[src/rtl/fp32_pkg.sv]
// Shared binary32 field widths, constants and operand types for the
// pipelined adder and its helper blocks.
package fp32_pkg;

    localparam int unsigned EXP_W   = 8;
    localparam int unsigned MAN_W   = 23;
    localparam int unsigned BIAS    = 127;
    localparam int unsigned SIG_W   = MAN_W + 1;   // significand with hidden bit
    localparam int unsigned EXT_W   = SIG_W + 3;   // plus guard/round/sticky
    localparam int unsigned EXPN_W  = EXP_W + 2;   // signed exponent headroom
    localparam int unsigned LZ_W    = 5;
    localparam int unsigned EXP_INF = 2 * BIAS + 1;

    localparam logic [31:0] QNAN    = 32'h7FC00000;
    localparam logic [31:0] POS_INF = 32'h7F800000;

    typedef struct packed {
        logic             sign;
        logic [EXP_W-1:0] exp;
        logic [MAN_W-1:0] man;
    } fp32_t;

    typedef struct packed {
        logic             sign;
        logic [EXP_W-1:0] exp;
        logic [SIG_W-1:0] sig;
        logic             is_zero;
        logic             is_inf;
        logic             is_nan;
    } fp_unp_t;

    // Subnormals collapse to signed zero with an all-zero significand.
    function automatic fp_unp_t fp_unpack(input fp32_t f);
        fp_unp_t u;
        u.sign    = f.sign;
        u.is_zero = (f.exp == '0);
        u.is_inf  = (f.exp == '1) && (f.man == '0);
        u.is_nan  = (f.exp == '1) && (f.man != '0);
        u.exp     = f.exp;
        u.sig     = u.is_zero ? '0 : {1'b1, f.man};
        return u;
    endfunction

endpackage

[src/rtl/fp_lzc.sv]
// Leading-zero counter over the extended significand; all-zero input
// reports the full width.
module fp_lzc
    import fp32_pkg::*;
(
    input  logic [EXT_W-1:0] value,
    output logic [LZ_W-1:0]  count_c
);

    always_comb begin
        count_c = LZ_W'(EXT_W);
        for (int i = 0; i < int'(EXT_W); i++) begin
            if (value[i]) begin
                count_c = LZ_W'(int'(EXT_W) - 1 - i);
            end
        end
    end

endmodule

[src/rtl/fp32_add_pipe.sv]
// Pipelined binary32 adder: input capture, then align / add-normalize /
// round-pack stages; one pair per clock, result three edges after capture.
module fp32_add_pipe
    import fp32_pkg::*;
(
    input  logic        clk,
    input  logic        rst,
    input  logic [31:0] A1,
    input  logic [31:0] B1,
    output logic [31:0] Result
);

    logic [31:0] a_q, b_q;

    always_ff @(posedge clk or posedge rst) begin
        if (rst) begin
            a_q <= '0;
            b_q <= '0;
        end else begin
            a_q <= A1;
            b_q <= B1;
        end
    end

    // S1: classify, order by magnitude, align the smaller operand
    fp_unp_t          ua, ub;
    logic             a_ge;
    logic             x_sign, y_sign;
    logic [EXP_W-1:0] x_exp, y_exp, shamt;
    logic [SIG_W-1:0] x_sig, y_sig;
    logic [EXT_W-1:0] y_ext, y_mask, y_al;
    logic             sp_c;
    logic [31:0]      sp_val_c;

    always_comb begin
        ua       = fp_unpack(fp32_t'(a_q));
        ub       = fp_unpack(fp32_t'(b_q));
        a_ge     = {ua.exp, ua.sig} >= {ub.exp, ub.sig};
        x_sign   = a_ge ? ua.sign : ub.sign;
        x_exp    = a_ge ? ua.exp  : ub.exp;
        x_sig    = a_ge ? ua.sig  : ub.sig;
        y_sign   = a_ge ? ub.sign : ua.sign;
        y_exp    = a_ge ? ub.exp  : ua.exp;
        y_sig    = a_ge ? ub.sig  : ua.sig;
        shamt    = x_exp - y_exp;
        y_ext    = {y_sig, 3'b000};
        y_mask   = '0;
        y_al     = '0;
        sp_c     = 1'b0;
        sp_val_c = '0;

        if (shamt >= EXP_W'(EXT_W - 1)) begin
            y_al = EXT_W'(|y_sig);
        end else begin
            y_mask = (EXT_W'(1) << shamt) - EXT_W'(1);
            y_al   = (y_ext >> shamt) | EXT_W'(|(y_ext & y_mask));
        end

        if (ua.is_nan || ub.is_nan || (ua.is_inf && ub.is_inf && (ua.sign != ub.sign))) begin
            sp_c     = 1'b1;
            sp_val_c = QNAN;
        end else if (ua.is_inf) begin
            sp_c     = 1'b1;
            sp_val_c = {ua.sign, POS_INF[30:0]};
        end else if (ub.is_inf) begin
            sp_c     = 1'b1;
            sp_val_c = {ub.sign, POS_INF[30:0]};
        end else if (ua.is_zero && ub.is_zero) begin
            // only (-0)+(-0) keeps the negative sign
            sp_c     = 1'b1;
            sp_val_c = {ua.sign & ub.sign, 31'b0};
        end
    end

    logic             s1_special, s1_sign, s1_sub;
    logic [31:0]      s1_spval;
    logic [EXP_W-1:0] s1_exp;
    logic [EXT_W-1:0] s1_sigx, s1_sigy;

    always_ff @(posedge clk or posedge rst) begin
        if (rst) begin
            s1_special <= 1'b0;
            s1_spval   <= '0;
            s1_sign    <= 1'b0;
            s1_sub     <= 1'b0;
            s1_exp     <= '0;
            s1_sigx    <= '0;
            s1_sigy    <= '0;
        end else begin
            s1_special <= sp_c;
            s1_spval   <= sp_val_c;
            s1_sign    <= x_sign;
            s1_sub     <= x_sign ^ y_sign;
            s1_exp     <= x_exp;
            s1_sigx    <= {x_sig, 3'b000};
            s1_sigy    <= y_al;
        end
    end

    // S2: magnitude add/subtract and normalize
    logic [EXT_W:0]          sum_c;
    logic [LZ_W-1:0]         lz_c;
    logic [EXT_W-1:0]        norm_c;
    logic signed [EXPN_W-1:0] exp_base_c, exp_c;

    assign sum_c = s1_sub ? ({1'b0, s1_sigx} - {1'b0, s1_sigy})
                          : ({1'b0, s1_sigx} + {1'b0, s1_sigy});

    fp_lzc u_lzc (
        .value   (sum_c[EXT_W-1:0]),
        .count_c (lz_c)
    );

    always_comb begin
        exp_base_c = $signed(EXPN_W'(s1_exp));
        norm_c     = '0;
        exp_c      = exp_base_c;
        if (sum_c[EXT_W]) begin
            norm_c = {sum_c[EXT_W:2], |sum_c[1:0]};
            exp_c  = exp_base_c + $signed(EXPN_W'(1));
        end else begin
            // a zero sum shifts out entirely, clearing the hidden bit
            norm_c = sum_c[EXT_W-1:0] << lz_c;
            exp_c  = exp_base_c - $signed(EXPN_W'(lz_c));
        end
    end

    logic                     s2_special, s2_sign;
    logic [31:0]              s2_spval;
    logic signed [EXPN_W-1:0] s2_exp;
    logic [EXT_W-1:0]         s2_norm;

    always_ff @(posedge clk or posedge rst) begin
        if (rst) begin
            s2_special <= 1'b0;
            s2_spval   <= '0;
            s2_sign    <= 1'b0;
            s2_exp     <= '0;
            s2_norm    <= '0;
        end else begin
            s2_special <= s1_special;
            s2_spval   <= s1_spval;
            s2_sign    <= s1_sign;
            s2_exp     <= exp_c;
            s2_norm    <= norm_c;
        end
    end

    // S3: round to nearest even; mantissa carry ripples into the exponent
    logic                     rnd_c;
    logic [EXPN_W+MAN_W-1:0]  packed_c;
    logic signed [EXPN_W-1:0] exp_r_c;
    logic [31:0]              res_c;

    always_comb begin
        rnd_c    = s2_norm[2] & (s2_norm[1] | s2_norm[0] | s2_norm[3]);
        packed_c = {s2_exp, s2_norm[EXT_W-2:3]} + (EXPN_W + MAN_W)'(rnd_c);
        exp_r_c  = $signed(packed_c[EXPN_W+MAN_W-1:MAN_W]);
        res_c    = {s2_sign, exp_r_c[EXP_W-1:0], packed_c[MAN_W-1:0]};
        if (s2_special) begin
            res_c = s2_spval;
        end else if (!s2_norm[EXT_W-1]) begin
            res_c = '0;
        end else if (exp_r_c >= $signed(EXPN_W'(EXP_INF))) begin
            res_c = {s2_sign, POS_INF[30:0]};
        end else if (exp_r_c < $signed(EXPN_W'(1))) begin
            res_c = {s2_sign, 31'b0};
        end
    end

    always_ff @(posedge clk or posedge rst) begin
        if (rst) begin
            Result <= '0;
        end else begin
            Result <= res_c;
        end
    end

endmodule

[config.mk]
export PLATFORM = sky130hd
export DESIGN_NAME = fp32_add_pipe
export DESIGN_NICKNAME = d
export VERILOG_FILES = /design/src/rtl/fp32_pkg.sv /design/src/rtl/fp_lzc.sv /design/src/rtl/fp32_add_pipe.sv
export SDC_FILE = /design/constraint.sdc
export NUM_CORES = 1
export LEC_CHECK = 0
export ABC_AREA = 1
export BUFFER_PORTS_ARGS = -buffer_cell sky130_fd_sc_hd__buf_2
export CORE_MARGIN = 5
export CORE_UTILIZATION = 60
export DETAILED_ROUTE_END_ITERATION = 16
export GPL_ROUTABILITY_DRIVEN = 1
export PLACE_DENSITY = 0.9
export SYNTH_ARGS = -nofsm -noshare
export SYNTH_HDL_FRONTEND = slang
export SYNTH_SLANG_ARGS = --single-unit
export TNS_END_PERCENT = 5
[constraint.sdc]
create_clock -name clk -period 6.79 [get_ports clk]
set_input_delay 0.679 -clock clk [delete_from_list [all_inputs] [get_ports clk]]
set_output_delay 0.679 -clock clk [all_outputs]
set_load 0.02 [all_outputs]
== Yosys cells after proc, flatten, opt, wreduce, memory -nomap -nowiden ==
Cells that the tools add are included.
Operators by class
  add/subtract/negate cells: 7
  $lt $le $gt $ge: 4
  equality and inequality tests: 3
  shift-type cells: 3
  multiplexer cells: 51
  bitwise operators: 7
  reductions and logical operators: 18
Operators with widths (count)
  32-bit two-way mux: 6
  24-bit two-way mux: 4
  5-bit two-way mux: 16
  31-bit two-way mux: 2
  27-bit two-way mux: 2
  23-bit logical NOT: 2
  23-bit nonzero test: 2
  33-bit by 1-bit adder with 33-bit output: 1
  32-bit greater-or-equal comparator: 1
  4-bit two-way mux: 8
  27-bit by 27-bit adder with 28-bit output: 1
  28-bit two-way mux: 1
  27-bit by 27-bit subtractor with 28-bit output: 1
  27-bit bitwise AND: 1
  27-bit by 1-bit OR with 27-bit output: 1
  27-bit OR reduction: 1
  1-bit by 8-bit << shifter with 27-bit output, first input constant: 1
  27-bit by 5-bit << shifter with 27-bit output: 1
  27-bit by 8-bit >> shifter with 27-bit output: 1
  27-bit by 2-bit subtractor with 27-bit output, second input constant: 1
  24-bit OR reduction: 1
  8-bit == test, second input constant: 2
  8-bit logical NOT: 2
  8-bit two-way mux: 2
  other kinds (16): 32
Storage, ports and cells
  register bits: 261
  input port bits: 66
  output and inout port bits: 32
  word-level logic and storage cells: 108

== Depth between registers and ports, before layout ==
  word-level depth: 31
  depth in mapped cells: 42
  depth with buffers taken out: 42

== Modules after synthesis ==
Synthesis repeated with hierarchy kept, for this count alone.
Unflattened totals
  cells, all modules: 2221
  area total of the unflattened synthesis: 15557.4 um^2
Modules (own cells, without submodules)
  fp32_add_pipe: times used 1, cells an instance 2141, area an instance 15204.6 um^2, sequential area each 5079.9 um^2
  fp_lzc: times used 1, cells an instance 80, area an instance 352.8 um^2, sequential area each 0.0 um^2

== Worst setup path after synthesis ==
No wires, ideal clock.
  path type: reg-to-reg
  start: register a_q[28]
  end: register s1_sigy[0]
  setup time: 0.125 ns
  data arrival time: 4.211 ns
  data required time: 6.665 ns
  setup slack: 2.454 ns
  stages on the path, launching flop included: 33
  buffers on the path: 1
  clock period less this slack: 4.336 ns
  cell sequence: dfrtp_1 > nor4_1 > inv_1 > nor2_1 > clkbuf_1 > nor2_1 > ha_1 > a21o_1 > a21oi_1 > a21oi_1 > o21ai_0 > nand2_1 > nand2_1 > nand2_2 > nand2_1 > nand3_1 > ha_1 > inv_1 > nand2_1 > nand2_1 > nand4_1 > nand2_1 > nand3_1 > nor2_1 > nand3_1 > nand2_1 > nor2_1 > nand4_1 > nand2_1 > nor2_1 > nand2_1 > nor2_1 > nand3_1
Between the ends
  cells in the longest elaborated chain, start to end: 11
  elaborated cells on any way between the ends: 16
  classes of those cells: add/sub: 2; order compare: 2; shift: 2; mux: 5; bitwise: 2; reduce/logical: 3
RTL lines
  start: declaration: line fp32_add_pipe.sv:13  | logic [31:0] a_q, b_q;
  start signal: assignment: line fp32_add_pipe.sv:17  | a_q <= '0;
  start signal: assignment: line fp32_add_pipe.sv:20  | a_q <= A1;
  8-bit logical NOT: line fp32_pkg.sv:36  | u.is_zero = (f.exp == '0);
  24-bit two-way mux: line fp32_pkg.sv:40  | u.sig = u.is_zero ? '0 : {1'b1, f.man};
  32-bit greater-or-equal comparator: line fp32_add_pipe.sv:38  | a_ge = {ua.exp, ua.sig} >= {ub.exp, ub.sig};
  8-bit two-way mux (on tied branches): line fp32_add_pipe.sv:40, fp32_add_pipe.sv:43
  8-bit subtractor: line fp32_add_pipe.sv:45  | shamt = x_exp - y_exp;
  1-bit by 8-bit << shifter with 27-bit output: line fp32_add_pipe.sv:55  | y_mask = (EXT_W'(1) << shamt) - EXT_W'(1);
  27-bit by 2-bit subtractor with 27-bit output: line fp32_add_pipe.sv:55
  27-bit bitwise AND: line fp32_add_pipe.sv:56  | y_al = (y_ext >> shamt) | EXT_W'(|(y_ext & y_mask));
  27-bit OR reduction: line fp32_add_pipe.sv:56
  27-bit by 1-bit OR with 27-bit output: line fp32_add_pipe.sv:56
  27-bit two-way mux *: line fp32_add_pipe.sv:52  | if (shamt >= EXP_W'(EXT_W - 1)) begin
  named net y_al[0]: line fp32_add_pipe.sv:31  | logic [EXT_W-1:0] y_ext, y_mask, y_al;
  end signal: assignment: line fp32_add_pipe.sv:96  | s1_sigy <= y_al;
  end: declaration: line fp32_add_pipe.sv:78  | logic [EXT_W-1:0] s1_sigx, s1_sigy;
Mark *: on every way through the listed nets, which the timed path passes. The rest lies on a longest branch.

== Worst setup path after layout ==
  start: register b_q[28]
  end: register s1_sigy[0]
Between the ends
  cells in the longest elaborated chain, start to end: 11
  elaborated cells on any way between the ends: 16
  classes of those cells: add/sub: 2; order compare: 2; shift: 2; mux: 5; bitwise: 2; reduce/logical: 3
RTL lines
  start: declaration: line fp32_add_pipe.sv:13
  start signal: assignment: line fp32_add_pipe.sv:18  | b_q <= '0;
  start signal: assignment: line fp32_add_pipe.sv:21  | b_q <= B1;
  8-bit logical NOT: line fp32_pkg.sv:36
  24-bit two-way mux: line fp32_pkg.sv:40
  32-bit greater-or-equal comparator: line fp32_add_pipe.sv:38
  8-bit two-way mux (on tied branches): line fp32_add_pipe.sv:40, fp32_add_pipe.sv:43
  8-bit subtractor: line fp32_add_pipe.sv:45
  1-bit by 8-bit << shifter with 27-bit output: line fp32_add_pipe.sv:55
  27-bit by 2-bit subtractor with 27-bit output: line fp32_add_pipe.sv:55
  27-bit bitwise AND: line fp32_add_pipe.sv:56
  27-bit OR reduction: line fp32_add_pipe.sv:56
  27-bit by 1-bit OR with 27-bit output: line fp32_add_pipe.sv:56
  27-bit two-way mux *: line fp32_add_pipe.sv:52
  named net y_al[0]: line fp32_add_pipe.sv:31
Marks and branches as above.

==> impl_metrics.py <==
metrics = {
    "critical_path": {
        "crit_slowest_cell": "nor2_1",
        "worst_path_most_repeated_cell": "nand2_1",
        "max_stage_delay_ps": 550,
        "crit_type": "flop to flop",
        "cp_max_fo": 20,
        "cp.required_ps": 7190,
        "cp-start-kind": "flop",
        "end_kind": "flop",
        "cp.arrival_ps": 6380,
    },
    "logic_synthesis": {
        "synth_xor_area_share_pct": 1.973,
        "synth_top_family_by_area": "simple AND/OR/NAND/NOR gates",
        "yosysWarnings": 0,
        "ys_ff_latch": 203,
        "synth_edf_count": 0,
        "muxShareOfSynthArea_pct": 0.1283,
        "synth-simple-area-share_pct": 35.91,
        "seq_area_frac_synth_pct": 32.56,
        "yosys.area_share.adder_pct": 7.636,
        "synth_cell_types": 66,
        "synthCells": 2286,
        "synth.avg_cell_area_um2": 6.824,
        "synth_ff_type": "dfrtp_1",
        "synth-compound-area-share_pct": 12.20,
        "synthArstFlopShare_pct": 100.0,
        "synth_nets": 2446,
        "synth_area_mm2": 0.01560,
    },
    "sta": {
        "hold_viol_final": 0,
        "fmax_mhz": 167.2,
        "whs_ps": 267.7,
        "setup-tns-final_ps": 0,
        "max_slew.worst_pin.slew_ps": 919.1,
        "clock-skew-final_ps": 15.49,
        "relSlewSlack_pct": 38.73,
        "finalSetupViolCount": 0,
        "report.final.slew_viol_count": 0,
        "finalCritPeriodShare_pct": 88.08,
        "period_needed_ps": 5981,
        "rsz0062_at_grt": "no",
    },
    "clock_network": {
        "clk_path_buf_depth": 3,
        "cts_inserted_buffers": 22,
        "path_clk_slew_ps": 60,
        "cts_hold_buf": 0,
        "clock_latency_ps": 520,
        "postCtsResizedCells": 0,
        "cts_sinks": 203,
        "cts_setup_buffers": 0,
        "cts.root.buffer_cell": "clkbuf_16",
        "cts_tree": "yes",
        "htreeDepth": 1,
    },
    "power_and_ir_drop": {
        "power_density_mw_per_mm2": 316.0,
        "ir_worst_vdd_v": 0.0002976,
        "p_leak_uw": 0.008829,
    },
    "drt": {
        "post-route-drc-count": 0,
        "drt_pass1_iterations": 6,
        "via_per_inst": 5.947,
        "drt_wl_total_um": 47390,
        "ant_nets": 0,
        "dr.first_iter.drc_count": 2031,
        "via_count": 16020,
        "wire_per_inst_um": 17.60,
    },
    "global_route": {
        "grt_max_degree": 128,
        "grt_first_pass_wirelength_um": 76160,
        "grt_overflow_total": 0,
        "antenna_found_initial": 3,
        "grt_pass1_vias": 15020,
        "grt_usage_pct": 32.00,
    },
    "cells_and_area": {
        "layout-drive-gt1-share_pct": 10.14,
        "fin_cells": 2693,
        "antenna_cells": 0,
        "fin_area_mm2": 0.01697,
        "fillers": 2265,
        "multi_input_area_mm2": 0.009034,
        "final_cell_mix": "nand2_1, inv_1, nand3_1",
        "area_growth_pct": 8.798,
        "fin_nets": 2504,
        "final_common_cell": "nand2_1",
        "fin_util_pct": 65.69,
        "seqCellArea_mm2": 0.005080,
    },
    "flow_run": {
        "cap_violations": 0,
    },
    "outcome": {
        "outcome": "complete, no violations",
    },
    "placed_design": {
        "io_buffer_count": 97,
        "dp_cells": 2655,
        "placed_area_mm2": 0.01626,
        "hpwlAfterDp_um": 36720,
        "place.gp.congestion": 1.006,
    },
    "die": {
        "rows": 59,
        "ioPinCount": 98,
        "core_mm2": 0.02584,
        "die_w_um": 171.2,
        "die_y_um": 171.2,
        "initial_core_util_pct": 60.38,
        "dieArea_mm2": 0.02932,
    },
    "hold_path": {
        "worstHoldPathType": "input pin to flop",
    },
}
[final timing paths]
kind / start / end / slack, ps / cells after the start
setup / recovery: b_q[28] / s1_sigy[0] / 810 / 32
hold / removal: A1[3] / a_q[3] / 270 / 1
max in group asynchronous: rst / b_q[0] / 5020 / 3
min in group asynchronous: rst / s1_sigy[12] / 300 / 2
setup reg to reg: b_q[28] / s1_sigy[0] / 810 / 32
hold reg to reg: s1_spval[30] / s2_spval[30] / 350 / 0
[registers in the layout, indices dropped and copies added (netlist names)]
signal and flops:
Result 32, a_q 32, b_q 32, s1_sigy 27, s2_norm 27, s1_sigx 24, s2_exp 10, s1_exp 8
s1_spval 3, s2_spval 3, s1_sign 1, s1_special 1, s1_sub 1, s2_sign 1, s2_special 1
[through the flow]
step	setup slack [ps]	power, uW
final	809.2	5364
after global routing	136.5	5728
after CTS	611.4	5313
after detailed placement	658.6	4143
after global placement	819.2	4096
after floorplan	571.9	3463
[power by group]
part / total [uW] / internal (uW) / switching (uW)
logic: 2570 / 772 / 1800
registers: 1640 / 1470 / 174
clock network: 1150 / 668 / 487
total: 5360 / 2900 / 2460
[routing by layer]
layer / global-route usage, % / vias to the layer above / part of all wire, %
met2: 52.27 / 822 / 46
met5: 0 / - / 0.023
met3: 5.769 / 142 / 9.2
met4: 11.44 / 2 / 4.1
met1: 43.05 / 7398 / 41
li1: - / 7652 / -
[worst max-delay path, delay by kind of cell (launching register included)]
family	cells	cell delay [ps]
DFF	1	410
buffers and inverters	6	1060
AOI/OAI and AO/OA	4	490
and+or+nand+nor	20	3430
adders and majority gates	2	460
[synth_stat cells, types with 21 or more instances]
library cell / instances / area [um^2]
clkbuf_1: 45 / 168.9
inv_1: 292 / 1096
nor2_2: 21 / 131.4
nor2_1: 188 / 705.7
a21oi_1: 94 / 470.5
o21ai_1: 22 / 110.1
o22ai_1: 37 / 231.5
o21ai_0: 119 / 595.6
dfrtp_1: 203 / 5080
nor4_1: 21 / 131.4
xor2_1: 30 / 262.8
nand4_1: 51 / 319.1
ha_1: 92 / 1151
nand2_1: 591 / 2218
nand3_1: 282 / 1411
[area by class of cell]
cell class                      count  area share [%]
Sequential cell                   203           29.93
Clock buffer                       26           3.509
Timing Repair Buffer              110           3.435
Clock inverter                     12          0.6414
Multi-Input combinational cell   1703           53.23
Tap cell                          335           2.470
Inverter                          304           6.790
[cell families after synthesis]
family,Yosys count
fa+ha+maj,94
buf+inv,380
flops,203
simple gates,1237
xor+xnor,33
compound gates,337
mux,2
No activity file was read; power rests on OpenSTA's default activity.
